$ cat src/rtl/led_pattern_seq.sv
// LED pattern sequencer: animates the LED bank one step per rising edge
// of the slow divider output. The four animations are RUN, PINGPONG,
// BAR and BLINK. frame_done pulses for one clk when an animation frame
// completes. Everything runs in the clk domain. step_in is treated as an
// asynchronous level and passes through a two-flop synchroniser before
// its rising edge is detected.
module led_pattern_seq #(
  parameter int WIDTH = 8
) (
  input  logic             clk,
  input  logic             rst,
  input  logic             step_in,
  input  logic [1:0]       mode,
  input  logic             dir,
  input  logic             pause,
  output logic [WIDTH-1:0] led,
  output logic             frame_done
);

  localparam int PW = (WIDTH > 1) ? $clog2(WIDTH) : 1;
  localparam logic [WIDTH-1:0] ONE     = WIDTH'(1);
  localparam logic [WIDTH-1:0] MSB_BIT = ONE << (WIDTH - 1);
  localparam logic [PW-1:0]    LAST    = PW'(WIDTH - 1);
  localparam logic [PW-1:0]    FIRST   = '0;

  typedef enum logic [1:0] {
    RUN      = 2'd0,
    PINGPONG = 2'd1,
    BAR      = 2'd2,
    BLINK    = 2'd3
  } mode_e;

  logic             s1_q, s2_q, s3_q;
  logic             active_q, active_d;
  mode_e            mode_q, mode_d;
  logic             dir_q, dir_d;
  logic [PW-1:0]    pos_q, pos_d;
  logic             up_q, up_d;
  logic [WIDTH-1:0] led_q, led_d;
  logic             frame_done_q, frame_done_d;

  logic  step;
  mode_e modeIn;

  assign step       = s2_q & ~s3_q;
  assign modeIn     = mode_e'(mode);
  assign led        = led_q;
  assign frame_done = frame_done_q;

  // Synchroniser, rising-edge history and all pattern state registers
  always_ff @(posedge clk or negedge rst) begin
    if (!rst) begin
      s1_q         <= 1'b0;
      s2_q         <= 1'b0;
      s3_q         <= 1'b0;
      active_q     <= 1'b0;
      mode_q       <= RUN;
      dir_q        <= 1'b0;
      pos_q        <= '0;
      up_q         <= 1'b1;
      led_q        <= '0;
      frame_done_q <= 1'b0;
    end else begin
      s1_q         <= step_in;
      s2_q         <= s1_q;
      s3_q         <= s2_q;
      active_q     <= active_d;
      mode_q       <= mode_d;
      dir_q        <= dir_d;
      pos_q        <= pos_d;
      up_q         <= up_d;
      led_q        <= led_d;
      frame_done_q <= frame_done_d;
    end
  end

  // Next pattern state: mode entry takes priority over advancing the pattern
  always_comb begin
    active_d     = active_q;
    mode_d       = mode_q;
    dir_d        = dir_q;
    pos_d        = pos_q;
    up_d         = up_q;
    led_d        = led_q;
    frame_done_d = 1'b0;

    if (step && !pause) begin
      if (!active_q || modeIn != mode_q) begin
        active_d = 1'b1;
        mode_d   = modeIn;
        dir_d    = dir;
        unique case (modeIn)
          RUN:      led_d = dir ? MSB_BIT : ONE;
          PINGPONG: begin
            pos_d = dir ? LAST : FIRST;
            up_d  = ~dir;
            led_d = ONE << pos_d;
          end
          BAR:      led_d = '0;
          BLINK:    led_d = '1;
        endcase
      end else begin
        unique case (mode_q)
          RUN: begin
            if (dir) begin
              led_d        = {led_q[0], led_q[WIDTH-1:1]};
              frame_done_d = led_q[0];
            end else begin
              led_d        = {led_q[WIDTH-2:0], led_q[WIDTH-1]};
              frame_done_d = led_q[WIDTH-1];
            end
          end
          PINGPONG: begin
            if (up_q) begin
              pos_d = pos_q + 1'b1;
              if (pos_d == LAST) up_d = 1'b0;
            end else begin
              pos_d = pos_q - 1'b1;
              if (pos_d == FIRST) up_d = 1'b1;
            end
            led_d        = ONE << pos_d;
            frame_done_d = (pos_d == (dir_q ? LAST : FIRST));
          end
          BAR: begin
            if (&led_q) begin
              led_d        = '0;
              frame_done_d = 1'b1;
              dir_d        = dir;
            end else if (dir_q) begin
              led_d = (led_q >> 1) | MSB_BIT;
            end else begin
              led_d = (led_q << 1) | ONE;
            end
          end
          BLINK: begin
            led_d        = ~led_q;
            frame_done_d = &led_q;
          end
        endcase
      end
    end
  end

endmodule

$ cat config.mk
export PLATFORM = sky130hd
export DESIGN_NAME = led_pattern_seq
export DESIGN_NICKNAME = d
export VERILOG_FILES = /design/src/rtl/led_pattern_seq.sv
export SDC_FILE = /design/constraint.sdc
export NUM_CORES = 1
export LEC_CHECK = 0
export BUFFER_PORTS_ARGS = -buffer_cell sky130_fd_sc_hd__clkbuf_2
export CAP_MARGIN = 20
export CORE_ASPECT_RATIO = 2
export CORE_MARGIN = 2
export CORE_UTILIZATION = 40
export DETAILED_ROUTE_END_ITERATION = 8
export GPL_TIMING_DRIVEN = 0
export SYNTH_ARGS = -nofsm -noshare
export SYNTH_HDL_FRONTEND = slang
export SYNTH_SLANG_ARGS = --single-unit
$ cat constraint.sdc
create_clock -name clk -period 6.2 [get_ports clk]
set_clock_uncertainty 0.1 [all_clocks]
set_input_delay 0.93 -clock clk [delete_from_list [all_inputs] [get_ports clk]]
set_output_delay 0.93 -clock clk [all_outputs]
set_load 0.02 [all_outputs]
After elaboration in Yosys (flattened, before gate mapping)
Cells that the tools add are included.
Widths: inputs -> output; s select.
{"block": "totals", "register_bits": 20, "in_bits": 7, "output_inout_bits": 9, "elab_cells": 72}
{"block": "op_classes", "n_addsub": 2, "n_eq_ne": 10, "shift": 2, "mux": 30, "bitwise_logic": 4, "n_reduce_logical": 14}
{"op": "$pmux 8 s4", "count": 2}
{"op": "$mux 8", "count": 5}
{"op": "$mux 3", "count": 9}
{"op": "$shl 1x3->8 const A", "count": 2}
{"op": "$mux 1", "count": 13}
{"op": "$eq 2x2->1 const B", "count": 4}
{"op": "$not 8->8", "count": 1}
{"op": "$reduce_and 8->1", "count": 1}
{"op": "$reduce_and 3->1", "count": 2}
{"op": "$reduce_bool 2->1", "count": 3}
{"op": "$eq 2x1->1 const B", "count": 2}
{"op": "$logic_not 2->1", "count": 2}
{"op": "$pmux 1 s4", "count": 1}
{"op": "$add 3x1->3 const B", "count": 1}
{"op": "$eq 3x3->1", "count": 1}
{"op": "$eq 3x3->1 const B", "count": 1}
{"op": "$logic_not 3->1", "count": 1}
{"op": "$sub 3x1->3 const B", "count": 1}
{"op": "$logic_not 1->1", "count": 2}
{"op": "$ne 2x1->1 const B", "count": 1}
{"op": "$ne 2x2->1", "count": 1}
{"op": "$not 1->1", "count": 2}
{"op": "$reduce_and 2->1", "count": 1}
{"op": "$and 1x1->1", "count": 1}
{"op": "other kinds (2)", "count": 2}

Logic depth before layout (Yosys ltp)
{"block": "logic_depth", "word_depth": 9, "mapped_depth": 6, "depth_no_buf": 6}

Least setup slack after synthesis
OpenSTA, ideal clock, no wires.
{"block": "synth_timing", "path_kind": "input to register", "startpoint": "input mode[0]", "endpoint": "register dir_q", "setup_time_ps": 125, "arrival_time_ps": 1906, "required_ps": 5975, "setup_slack_ps": 4070, "stages": 5, "n_path_buf": 1, "cell_sequence": "buf_2 xnor2_2 nand3_2 o21ai_0 mux2_2"}
{"block": "synth_via", "elab_chain_len": 4, "word_cells_on_any_way": 6, "classes_between": "1 x eq/ne; 1 x mux; 4 x reduce/logical"}
{"element": "from (decl)", "line": "13", "rtl": "input logic [1:0] mode,"}
{"element": "$ne 2x2->1 *", "line": "88", "rtl": "if (!active_q || modeIn != mode_q) begin"}
{"element": "$logic_or 1x1->1 *", "line": "88"}
{"element": "$reduce_bool 2->1 (no line)"}
{"element": "$reduce_and 3->1 (no line)"}
{"element": "to (signal assigned)", "line": "69", "rtl": "dir_q <= dir_d;"}
{"element": "to (decl)", "line": "36", "rtl": "logic dir_q, dir_d;"}
Every way passes the cells marked *; elsewhere a longest branch is shown, timed or not.
A chain may end at the register's enable or synchronous reset.

Worst setup path after layout
{"block": "layout_timing", "startpoint": "register pos_q[0]", "endpoint": "register led_q[7] (netlist: led[7])"}
{"block": "layout_via", "elab_chain_len": 8, "word_cells_on_any_way": 9, "classes_between": "2 x add/sub; 1 x shift; 6 x mux"}
{"element": "from (decl)", "line": "37", "rtl": "logic [PW-1:0] pos_q, pos_d;"}
{"element": "from (signal assigned)", "line": "70", "rtl": "pos_q <= pos_d;"}
{"element": "$sub 3x1->3 / $add 3x1->3 (equally long branches)", "line": "118, 115"}
{"element": "$mux 3 *", "line": "114", "rtl": "if (up_q) begin"}
{"element": "$mux 3 *", "line": "103", "rtl": "unique case (mode_q)"}
{"element": "$mux 3 *", "line": "88"}
{"element": "$mux 3 *", "line": "87", "rtl": "if (step && !pause) begin"}
{"element": "$shl 1x3->8 *", "line": "121", "rtl": "led_d = ONE << pos_d;"}
{"element": "$pmux 8 s4 *", "line": "103"}
{"element": "$mux 8 *", "line": "88"}
{"element": "to (signal assigned)", "line": "72", "rtl": "led_q <= led_d;"}
{"element": "to (decl)", "line": "39", "rtl": "logic [WIDTH-1:0] led_q, led_d;"}
Every way passes the cells marked *; elsewhere a longest branch is shown, timed or not. The select of a mux whose other input is x is not followed.

==> flow_summary_export.csv <==
group,metric,value,unit
setup_path,path_class,"flip-flop to flip-flop",
setup_path,path_cells,"inv_1, ha_1, or3_1, o32ai_2, a221oi_1, a221oi_2",
timing,worst_pin_slew,538,ps
detailed_routing,drcViolationCount,0,
detailed_routing,vias_per_cell,6.15,
timing,finalHoldViolCount,0,
detailed_routing,routed_wirelength,4380,um
global_route,grt_pass1_wl,7250,um
final_layout,regArea,502,um2
timing,setup_viol,0,
floorplan,rows,33,
pwr,peakVddDrop,0.169,mV
cts,cts_buffer_depth,2,
synthesis,yosysWarnings,0,
timing,timing.fmax,428,MHz
cts,hold_buffers,0,
synthesis,synthTopCellsByCount,"19 x dfrtp_1, 16 x o22ai_1, 11 x nand2_1",
placement,dpl_worst_slack,3730,ps
detailed_routing,firstDrtPassIters,4,
placement,dp.cells,241,
timing,rsz0062_at_grt,"no",
floorplan,die_w,49.5,um
outcome,outcome,"finished clean",
timing,fin_crit_sh,0.376,
synthesis,ys_types,54,
setup_path,critPathMaxFanout,8,
detailed_routing,wl_per_cell,17.9,um
final_layout,fin_nets,205,
synthesis,syn_avg_cell_area,9.46,um2
cts,clkTransAtPathRegs,80,ps
final_layout,fillers,432,
global_route,grt_max_degree,21,
timing,max-slew-margin-rel,0.642,
timing,period_needed,2330,ps
final_layout,stdcell_count,245,
setup_path,reg2reg_to,"led[7]",
pwr,power_density,368,nW/um2
synthesis,synth_top_area_cell,"dfrtp_1",
placement,portBuffers,14,
cts,cts_buffers,3,
cts,numClockSinks,20,
setup_path,r2r_cells,6,
synthesis,ys_seq_area_frac,0.303,
setup_path,required,6280,ps
synthesis,synth_nets,186,
setup_path,critPathCapture,"led[7]",
synthesis,synth_most_common_cell,"dfrtp_1",
synthesis,ys_seq_elements,20,
floorplan,die-area,4700,um2
cts,cts_resized,0,
worst_hold_path,hold_path.class,"flip-flop to flip-flop",
global_route,grt-ovfl-total,0,
detailed_routing,dr_total_vias,1506,
cts,cts_setup_buffers,0,
global_route,grt_pass1_vias,1510,
setup_path,startpoint_type,"flip-flop",
global_route,antenna_found_initial,0,
cts,cts_tree,"yes",
global_route,track_usage,0.201,
placement,gp_congestion,0.809,
detailed_routing,final_antenna_net_count,0,
floorplan,initial_utilization,0.409,
setup_path,path_buf_inv,1,
final_layout,multiInputGateArea,1040,um2
cts,cts_root_buf,"clkbuf_8",
synthesis,syn_inst,175,
synthesis,synthTopCellsByArea,"dfrtp_1 29%, o22ai_1 6.0%, mux2i_1 4.8%",
setup_path,crit_family,"compound AO/OA/AOI/OAI gates",
floorplan,die_h,95.0,um
pwr,p_leak,0.775,nW
cts,clock_latency,270,ps
setup_path,crit_path_end_kind,"flip-flop",
cts,cts-htree-levels,1,
setup_path,cp_num_cells,6,
setup_path,arrival,2420,ps
floorplan,ioPinCount,16,
timing,slew_violations,0,
setup_path,regToRegSetupSlack,3870,ps
synthesis,ys.flop_type,"dfrtp_1",
final_layout,drive_gt1_frac,0.269,
synthesis,async_reset_ff_frac,1.00,
synthesis,synthesis.area,1660,um2
final_layout,diodes,0,
synthesis,yosysTopAreaCellShare,0.287,
setup_path,slowest_stage,"dfrtp_1",
synthesis,synth_edf_count,0,
final_layout,syn_to_final_growth,12.5,%
setup_path,cp-startpoint,"pos_q[0]",
timing,finalSetupTns,0,ps
floorplan,coreArea,4050,um2
detailed_routing,drtIter0Drc,41,
setup_path,rr_startpoint,"pos_q[0]",
timing,setup_slack,3870,ps
placement,dp_hpwl,3360,um
setup_path,slowest_delay,520,ps
job,cap_violations,0,
-- cell usage in the layout (no fill, tap or decap), drive strengths merged, types with 2 or more instances in the layout --
cell type and instances:
o211ai 4, a31oi 2, a21o 2, clkbuf 19, xnor2 4, nand3b 2, mux2 7, nand2 11
ha 4, nor2 6, nor2b 2, nor3b 3, xor2 2, nand2b 5, inv 5, nor3 2
dfrtp 19, or3 2, o22ai 16, a211oi 7, o21ai 7, buf 12, nand3 5, mux2i 8
nand4 2, a21bo 2, and3 2, a221oi 3, or2 2, a21oi 10, o32ai 2
-- flip-flops by register name (all words and copies together) (netlist names) --
register,cells
active_q,1
dir_q,1
frame_done,1
led,8
mode_q,2
pos_q,3
s1_q,1
s2_q,1
s3_q,1
up_q,1
-- final cells by class --
type / instances / share of cell area
well taps: 52 / 0.0349
multi-input cells: 136 / 0.557
plain buffers: 14 / 0.0524
inverters: 5 / 0.0101
clock inverters: 1 / 0.0161
repair buffers: 14 / 0.0376
flip-flops and latches: 20 / 0.269
clock buffers: 3 / 0.0222
-- logic make-up (layout without fill, tap and decap cells) --
logic type | Yosys count | count (layout) | synth area share
AOI/OAI and AO/OA | 64 | 64 | 0.289
and+or+nand+nor | 47 | 47 | 0.166
DFF | 20 | 20 | 0.303
buffers and inverters | 19 | 37 | 0.0703
muxes | 15 | 15 | 0.0960
xor gates and xnor gates | 6 | 6 | 0.0454
adders and majority gates | 4 | 4 | 0.0302
-- worst min-delay path by stage --
| stage | from | end | slack, ps | cells past startpoint |
|---|---|---|---|---|
| after CTS | s1_q | s2_q | 280 | 0 |
| after global routing | s1_q | s2_q | 280 | 0 |
| final | s1_q | s2_q | 270 | 0 |
| after global placement | s1_q | s2_q | 240 | 0 |
| after floorplan | s1_q | s2_q | 230 | 0 |
| after detailed placement | s1_q | s2_q | 250 | 0 |
-- power by group --
part | leakage (nW) | total (mW) | switching [mW] | internal [mW]
logic | 0.502 | 0.344 | 0.198 | 0.147
clock network | 0.0357 | 0.133 | 0.0466 | 0.0863
registers | 0.237 | 0.208 | 0.0478 | 0.161
-- routing by layer --
| metal | vias up | global-route usage | routed length (um) |
|---|---|---|---|
| met3 | 17 | 0.0190 | 91 |
| met1 | 758 | 0.216 | 1630 |
| met5 | - | 0 | 0 |
| met2 | 35 | 0.369 | 2460 |
| met4 | 0 | 0.127 | 195 |
| li1 | 696 | - | - |
-- through the flow --
stage / util / total power [mW] / hold slack (ps) / cell area (um2)
floorplan: - / 0.462 / 231 / 1660
finish: 0.460 / 0.686 / 272 / 1860
global placement: 0.442 / 0.538 / 244 / 1790
global route: 0.460 / 0.727 / 283 / 1860
CTS: 0.460 / 0.688 / 283 / 1860
detailed placement: 0.442 / 0.552 / 255 / 1790
No activity file was read; power rests on OpenSTA's default activity.
